<file path="src/rtl/uart_tx_ctrl.sv">
// UART transmit controller: frames a byte as start, 8 data bits (MSB first via
// the external serializer), optional parity and stop, advancing on baud ticks.
module uart_tx_ctrl #(
    parameter bit PAR_EN   = 1'b1,
    parameter bit PAR_TYPE = 1'b0
) (
    input  logic       CLK,
    input  logic       RST,
    input  logic       tx_en,
    input  logic [7:0] P_DATA,
    input  logic       DATA_VALID,
    output logic       ready,
    output logic [7:0] ser_data,
    output logic       ser_en,
    input  logic       ser_done,
    input  logic       ser_sdata,
    output logic       TX_OUT,
    output logic       busy
);

    typedef enum logic [2:0] {
        S_IDLE   = 3'd0,
        S_START  = 3'd1,
        S_DATA   = 3'd2,
        S_PARITY = 3'd3,
        S_STOP   = 3'd4
    } state_e;

    state_e     state_q, state_d;
    logic [7:0] hold_q, hold_d;
    logic       hold_full_q, hold_full_d;
    logic [7:0] act_q, act_d;
    logic       par_q, par_d;

    logic accept;
    logic load;

    // Holding-register handshake and transfer into the active register.
    always_comb begin
        accept      = DATA_VALID && !hold_full_q;
        load        = tx_en && hold_full_q && (state_q == S_IDLE || state_q == S_STOP);
        hold_d      = accept ? P_DATA : hold_q;
        hold_full_d = hold_full_q;
        if (accept) begin
            hold_full_d = 1'b1;
        end else if (load) begin
            hold_full_d = 1'b0;
        end
        act_d = load ? hold_q : act_q;
        par_d = load ? (PAR_TYPE ? ~^hold_q : ^hold_q) : par_q;
    end

    // Frame sequencing; every transition is gated by the baud tick.
    always_comb begin
        state_d = state_q;
        if (tx_en) begin
            case (state_q)
                S_IDLE:   if (hold_full_q) state_d = S_START;
                S_START:  state_d = S_DATA;
                S_DATA:   if (ser_done) state_d = PAR_EN ? S_PARITY : S_STOP;
                S_PARITY: state_d = S_STOP;
                S_STOP:   state_d = hold_full_q ? S_START : S_IDLE;
                default:  state_d = S_IDLE;
            endcase
        end
    end

    // FSM state and data registers.
    always_ff @(posedge CLK or negedge RST) begin
        if (!RST) begin
            state_q     <= S_IDLE;
            hold_q      <= '0;
            hold_full_q <= 1'b0;
            act_q       <= '0;
            par_q       <= 1'b0;
        end else begin
            state_q     <= state_d;
            hold_q      <= hold_d;
            hold_full_q <= hold_full_d;
            act_q       <= act_d;
            par_q       <= par_d;
        end
    end

    // Line level muxed from the registered state.
    always_comb begin
        TX_OUT = 1'b1;
        case (state_q)
            S_IDLE:   TX_OUT = 1'b1;
            S_START:  TX_OUT = 1'b0;
            S_DATA:   TX_OUT = ser_sdata;
            S_PARITY: TX_OUT = par_q;
            S_STOP:   TX_OUT = 1'b1;
            default:  TX_OUT = 1'b1;
        endcase
    end

    assign ready    = ~hold_full_q;
    assign ser_data = act_q;
    assign ser_en   = (state_q == S_DATA);
    assign busy     = (state_q != S_IDLE);

endmodule
</file>
<file path="config.mk">
export PLATFORM = sky130hd
export DESIGN_NAME = uart_tx_ctrl
export DESIGN_NICKNAME = d
export VERILOG_FILES = /design/src/rtl/uart_tx_ctrl.sv
export SDC_FILE = /design/constraint.sdc
export NUM_CORES = 1
export LEC_CHECK = 0
export CAP_MARGIN = 0
export CORE_ASPECT_RATIO = 1.25
export CORE_MARGIN = 2
export CORE_UTILIZATION = 45
export CTS_BUF_LIST = sky130_fd_sc_hd__clkbuf_4 sky130_fd_sc_hd__clkbuf_8 sky130_fd_sc_hd__clkbuf_16
export CTS_CLUSTER_SIZE = 14
export DETAILED_ROUTE_END_ITERATION = 8
export DONT_BUFFER_PORTS = 1
export HOLD_SLACK_MARGIN = 0.12
export SLEW_MARGIN = 20
export SYNTH_ARGS = -nofsm -noshare
export SYNTH_HDL_FRONTEND = slang
export SYNTH_SLANG_ARGS = --single-unit
</file>
<file path="constraint.sdc">
create_clock -name CLK -period 1.5 [get_ports CLK]
set_clock_uncertainty 0.05 [all_clocks]
set_input_delay 0.15 -clock CLK [delete_from_list [all_inputs] [get_ports CLK]]
set_output_delay 0.15 -clock CLK [all_outputs]
set_load 0.1 [all_outputs]
</file>
Word-level counts from Yosys, hierarchy flattened:

Index checks and enable logic that the tools add are counted.

* register bits after elaboration: 21
* latch bits: 0
* bits in writable memories: 0
* memory bits (read-only): 0
* input port bits: 14
* output and inout bits: 12
* logic and storage cells: 29
* memories: 0

* $add $sub $neg: 0
* multiply operators: 0
* div/mod/pow operators: 0
* $lt $le $gt $ge: 0
* equal/unequal tests: 6
* shift operators: 0
* mux-type cells: 7
* bitwise operators: 1
* reduce and logical (&&, ||, !) cells: 10

Operator list (count)
* $pmux W3 S5: 1
* $reduce_xor A8 Y1: 1
* $eq A3 B2 Y1 const B: 2
* $mux W3: 2
* $eq A3 B1 Y1 const B: 1
* $eq A3 B3 Y1 const B: 1
* $logic_and A1 B1 Y1: 3
* $logic_not A3 Y1: 1
* $mux W1: 3
* $pmux W1 S3: 1
* $reduce_and A3 Y1: 1
* $reduce_bool A3 Y1: 1
* $ne A2 B1 Y1 const B: 1
* $ne A2 B2 Y1 const B: 1
* $reduce_bool A2 Y1: 1
* $logic_not A1 Y1: 1
* $logic_or A1 B1 Y1: 1
* $not A1 Y1: 1

Longest topological paths before layout:

Gate-level depths: netlist (run 1).

* word-level depth: 5
* mapped depth: 6
* mapped depth without buffers: 4

Least setup slack after synthesis (run 1):

OpenSTA, ideal clock, no wires.

* path kind: register to output
* from: reg state_q[0]
* to: out ser_en
* data arrival time: 2.725 ns
* data required time: 1.300 ns
* slack: -1.425 ns
* stages on the path, launching flop included: 3
* buffers on the path: 1
* cell sequence: dfrtp_1 > buf_2 > nor3b_1

* cells in the longest elaborated chain, start to end: 1

RTL lines
* start, declared: line 29 `state_e state_q, state_d;`
* start signal, assigned: line 77 `state_q <= state_d;`
* $eq A3 B2 Y1: line 100 `assign ser_en = (state_q == S_DATA);`
* end, declared: line 14 `output logic ser_en,`

Every way passes these cells.

Final worst setup path (run 1):

* from: reg state_q[1]
* to: out TX_OUT

* cells in the longest elaborated chain, start to end: 2
* elaborated cells between the ends (all ways): 4
* classes of those cells: 3 x eq/ne; 1 x mux

RTL lines
* $eq A3 B2 Y1 / $eq A3 B1 Y1 (equally long branches): line 88 `case (state_q)`
* $pmux W1 S3 *: line 88
* end, declared: line 17 `output logic TX_OUT,`

Mark *: on every way between the ends. The rest lies on a longest branch, timed or not.

==> run metrics, run 1 <==
failing checks setup timing; Skew-Pair Late Insertion Delay 0.29 ns; CTS max path bufs 2; Remaining DRCs 0; fraction of registers with async set/reset 100.0%; Pins Over Slew Limit 0; largest net degree at the start of global routing 22; die span in y 55.97 um; core area roughly 2000 um2; Setup crit end kind primary output; GPL Wtd Cong 0.7561; Syn Inst Count slightly above 70; period utilization 108.9%; Reg2Reg Setup Slack -0.06 ns; worst-case reg-to-reg path depth 5; number of synthesized register bits 21; Post-synth EDFFs 0; starting density of the core 48.50%; WL/cell 14.58 um; Slew HR 38.02%; RSZ-0062 raised after global routing yes; Final Hold Viols 0; Hold Path Origin DATA_VALID; crit-path cells buf_6, a21oi_2, a311o_2; setup slack after layout -0.1338 ns; WP data required 1.30 ns; row cnt 18; first-iteration detailed-routing DRC count 0; Worst path slowest cell a311o_2; WP data arrival 1.43 ns; largest cells by area after synthesis dfrtp_1 54%, mux2_4 11%, mux2_2 10%; count leader, synth dfrtp_1; Vias ~640; die span in x about 46 um; Setup CP Type reg2out; syn_nets 86; minimum clock period after layout between 1.5 and 2 ns; HPWL Detailed 1286 um; vias per inst roughly 5; Syn. warnings 0; WP buf/inv 1; MaxCap Viol Count 0; area delta synth->final 36.04%; total gr overflow 0; Layout Nets between 100 and 150; Synth cell types 20; most instantiated cells after synthesis 21 x dfrtp_1, 9 x mux2_2, 7 x mux2_4, 7 x xnor2_1, 4 x nand2_1; final wirelength 1808 um; ant diodes 0; number of fill cells 155; worst slack, placed 0.07641 ns; Post-synth top flop dfrtp_1; layout cells sized above 1 between 40% and 50%; gr usage total 16.32%; I/O pin total 26; Port Buffers 0; Num CTS Buffers 3; post-synth top area share 54.05%; status complete, but fails checks; CP top delay family compound AO/OA/AOI/OAI gates; full die area 2551 um2; root buf cell clkbuf_4; achievable clock frequency 612.1 MHz; Startpoint Class flop; Avg Cell Area, Syn around 14 um2; worst hold path endpoint hold_q[7]$_DFFE_PN0P_; actual slew at the worst max-slew pin 0.9266 ns; CTS clk-pin slew, worst paths about 0.11 ns; first-pass GRT wire length ~3000 um; final setup vio count 11; 1st-pass router iterations 1; hold slack 0.2951 ns; r2r endpoint ser_data[6]$_DFFE_PN0P_; Antenna Nets Post-Route 0; Max FO, Critical Path 6; initial antenna violation count 0; worst reg2reg path startpoint state_q[1]$_DFFE_PN0P_; Cells on Worst Hold Path 3; CTS tree done; register area share after synthesis 54.05%; Min-Delay Path Class in2reg; clk sinks 21; Max stage delay on crit path 0.58 ns; vias in the first global route between 600 and 700; final core utilization 65.98%; area leader, netlist dfrtp_1; # H-tree levels 1; Mapped Area between 900 and 1000 um2
registers in the layout, summed over array words and instances (netlist names):
| name | count |
|---|---|
| hold_full_q | 1 |
| hold_q | 8 |
| par_q | 1 |
| ser_data | 8 |
| state_q | 3 |
per-stage QoR:
step | instances | area (um2) | TNS (ns)
3_3_place_gp | 103 | 1115 | 0
4_1_cts | 123 | 1304 | -0.2643
2_1_floorplan | 72 | 984.7 | -2.007
6_report | 124 | 1323 | -0.6025
5_1_grt | 124 | 1323 | -1.187
3_5_place_dp | 103 | 1115 | 0
worst max-delay path by stage:
| stage | from | to | slack [ns] | cells past startpoint |
|---|---|---|---|---|
| 2_1_floorplan | hold_full_q$_DFFE_PN0P_ | ser_data[1]$_DFFE_PN0P_ | -0.25 | 4 |
| 3_3_place_gp | state_q[0]$_DFFE_PN0P_ | TX_OUT | 0.13 | 2 |
| 3_5_place_dp | state_q[0]$_DFFE_PN0P_ | ser_data[6]$_DFFE_PN0P_ | 0.08 | 3 |
| 4_1_cts | state_q[1]$_DFFE_PN0P_ | TX_OUT | -0.13 | 2 |
| 5_1_grt | state_q[1]$_DFFE_PN0P_ | TX_OUT | -0.19 | 3 |
| 6_report | state_q[1]$_DFFE_PN0P_ | TX_OUT | -0.13 | 3 |
metal layers:
layer | global-route usage, % | part of all wire [%] | up-vias
li1 | - | - | 306
met1 | 20.56 | 40 | 310
met2 | 26.16 | 54 | 18
met3 | 2.922 | 4.1 | 4
met4 | 7.563 | 1.5 | 0
met5 | 0 | 0 | -
cell usage in the layout (no fill, tap or decap), types with 2 or more instances in the layout:
master         count
dfrtp_1           20
xnor2_1            7
buf_12             2
mux2_4             8
buf_6              3
o21ai_0            3
nand2_1            4
clkbuf_4           4
nor2_1             3
buf_4             15
dlygate4sd3_1     12
inv_1              3
mux2_2             8
cells by family after synthesis:
kind of cell,count (synthesis),share of synthesized area (%)
AND/OR/NAND/NOR,13,8.624
flip-flops,21,54.05
multiplexers,17,22.27
AO/OA/AOI/OAI,7,4.247
buffers and inverters,7,4.504
XOR/XNOR,7,6.306
tightest hold or removal path, stage by stage:
cell and delay, ns:
nor2b_1 0.12, buf_4 0.19, mux2_2 0.16
cell type report:
cell class | instances | area, um2 | area share (%)
Sequential cell | 21 | 526.8 | 39.83
Multi-Input combinational cell | 44 | 422.9 | 31.98
Timing Repair Buffer | 32 | 306.5 | 23.18
Clock buffer | 4 | 30.03 | 2.271
Tap cell | 20 | 25.02 | 1.892
Inverter | 3 | 11.26 | 0.8515
timing repair:
item | CTS | global route
endpoints found under the setup margin | 2 | 10
setup buffers | 4 | 2
gates cloned | 0 | 0
resized for setup | 3 | 3
endpoints found under the hold margin | 33 | 0
hold buffers | 12 | 0
pin swaps | 2 | 2
Power of run 1 is left out: the tool's default activity adds up to more than one toggle a clock period on the data nets, which glitch-free logic cannot reach.
==> inputs of run 2 (changes only) <==
--- a/config.mk
+++ b/config.mk
@@ -8,7 +8,7 @@
 export CAP_MARGIN = 0
 export CORE_ASPECT_RATIO = 1.25
 export CORE_MARGIN = 2
-export CORE_UTILIZATION = 45
+export CORE_UTILIZATION = 25
 export CTS_BUF_LIST = sky130_fd_sc_hd__clkbuf_4 sky130_fd_sc_hd__clkbuf_8 sky130_fd_sc_hd__clkbuf_16
 export CTS_CLUSTER_SIZE = 14
 export DETAILED_ROUTE_END_ITERATION = 8
==> run metrics, run 2 (same netlist as run 1, synthesis figures left out) <==
status complete, but fails checks; failing checks setup timing; worst reg2reg path startpoint state_q[0]$_DFFE_PN0P_; Top Usage Layer GRT met2; die span in x 59.78 um; total gr overflow 0; row cnt 25; Pins Over Slew Limit 0; worst-case reg-to-reg path depth 4; MaxCap Viol Count 0; achievable clock frequency 625.7 MHz; most common cell after layout, fill and taps aside dfrtp_1; 1st-pass router iterations 2; # H-tree levels 1; Max FO, Critical Path 8; GPL Wtd Cong approximately 0.73; RSZ-0062 raised after global routing yes; vias per inst 4.465; setup slack after layout -0.09814 ns; Hold Path Origin ser_done; Num CTS Buffers 3; Slew HR 38.47%; Vias 634; Startpoint Class flop; worst slack, placed 0.1346 ns; area delta synth->final 40.28%; CTS tree done; Antenna Nets Post-Route 0; starting density of the core 25.90%; met1 GRT Util 9.901%; core area 3754 um2; CP top delay family compound AO/OA/AOI/OAI gates; clk sinks 21; largest net degree at the start of global routing 22; I/O pin total 26; Reg2Reg Setup Slack 0.09 ns; die span in y 73.72 um; Layout Nets between 100 and 150; full die area 4407 um2; WP data required 1.30 ns; layout cells sized above 1 45.10%; Remaining DRCs 0; Worst path slowest cell a311o_2; HPWL Detailed 1306 um; worst hold path endpoint state_q[0]$_DFFE_PN0P_; vias in the first global route 656; WP data arrival 1.40 ns; Cells on Worst Hold Path 4; period utilization 106.5%; crit-path cells buf_6, a21oi_4, a311o_2; minimum clock period after layout 1.598 ns; Setup crit end kind primary output; first-iteration detailed-routing DRC count 31; most frequent cells in the layout 20 x dfrtp_1, 13 x buf_4, 10 x dlygate4sd3_1, 9 x mux2_2; initial antenna violation count 0; Setup CP Type reg2out; Final Hold Viols 0; ant diodes 0; r2r endpoint ser_data[0]$_DFFE_PN0P_; CTS clk-pin slew, worst paths 0.07 ns; CTS max path bufs 2; final setup vio count 3; GR Layer Usage met2 between 10% and 20%; setup TNS -0.2310 ns; met3 global-route usage between 2 and 3%; Port Buffers 0; final wirelength approximately 1800 um; actual slew at the worst max-slew pin 0.9199 ns; first-pass GRT wire length 2925 um; WP buf/inv 1; hold slack between 0.1 and 0.15 ns; Max stage delay on crit path 0.59 ns; Skew-Pair Late Insertion Delay 0.25 ns; gr usage total 9.042%; root buf cell clkbuf_8; Min-Delay Path Class in2reg; WL/cell 12.91 um
==> run 2: how the worst max path moves through the flow <==
stage                            start                       to  slack, ns  depth (start not counted)
2_1_floorplan  hold_full_q$_DFFE_PN0P_  ser_data[1]$_DFFE_PN0P_      -0.25                          4
3_3_place_gp    state_q[0]$_DFFE_PN0P_                   TX_OUT       0.15                          2
3_5_place_dp    state_q[0]$_DFFE_PN0P_                   TX_OUT       0.13                          2
4_1_cts         state_q[0]$_DFFE_PN0P_                   TX_OUT      -0.12                          2
5_1_grt         state_q[1]$_DFFE_PN0P_                   TX_OUT      -0.14                          3
6_report        state_q[1]$_DFFE_PN0P_                   TX_OUT       -0.1                          3
==> run 2: area by class of cell <==
type | instances | area [um2]
clock buffer | 4 | 48.80
fill | 372 | 2390
inverter | 3 | 11.26
multi-input combinational | 44 | 431.7
sequential | 21 | 526.8
tap | 40 | 50.05
timing repair buffer | 30 | 295.3
==> run 2: metal layers <==
metal  part of all wire, %  vias up  wire length, um
li1                      -      301                -
met1                    42      311              765
met2                    51       18              936
met3                   5.5        4              100
met4                   1.7        0               31
met5                     0        -                0
==> run 2: repair_timing <==
action	CTS	global route
gates resized for setup	3	6
hold buffers	11	0
endpoints found under the setup margin	3	9
setup buffers	2	1
hold endpoints to repair	33	0
pin swaps	2	5
==> run 2: tightest hold or removal path, cell delays in order <==
cell and delay (ns):
nand3b_1 0.05, o21ai_0 0.07, nand2_1 0.07, mux2i_1 0.06
==> run 2: stage by stage <==
step	util [%]	cell area, um2	cells
final	36.33	1364	142
after global routing	36.33	1364	142
after CTS	35.43	1330	141
after detailed placement	30.57	1147	124
after global placement	30.57	1147	124
after floorplan	-	984.7	72
Power of run 2 is left out for the same reason.
==> inputs of run 3 (changes only) <==
--- a/config.mk
+++ b/config.mk
@@ -14,7 +14,9 @@
 export DETAILED_ROUTE_END_ITERATION = 8
 export DONT_BUFFER_PORTS = 1
 export HOLD_SLACK_MARGIN = 0.12
+export SKIP_LAST_GASP = 1
 export SLEW_MARGIN = 20
 export SYNTH_ARGS = -nofsm -noshare
 export SYNTH_HDL_FRONTEND = slang
 export SYNTH_SLANG_ARGS = --single-unit
+export TNS_END_PERCENT = 100
==> results of run 3 <==
Same layout as run 2: the final DEF is identical, and so are final timing and power.
Power of run 3 is left out for the same reason.
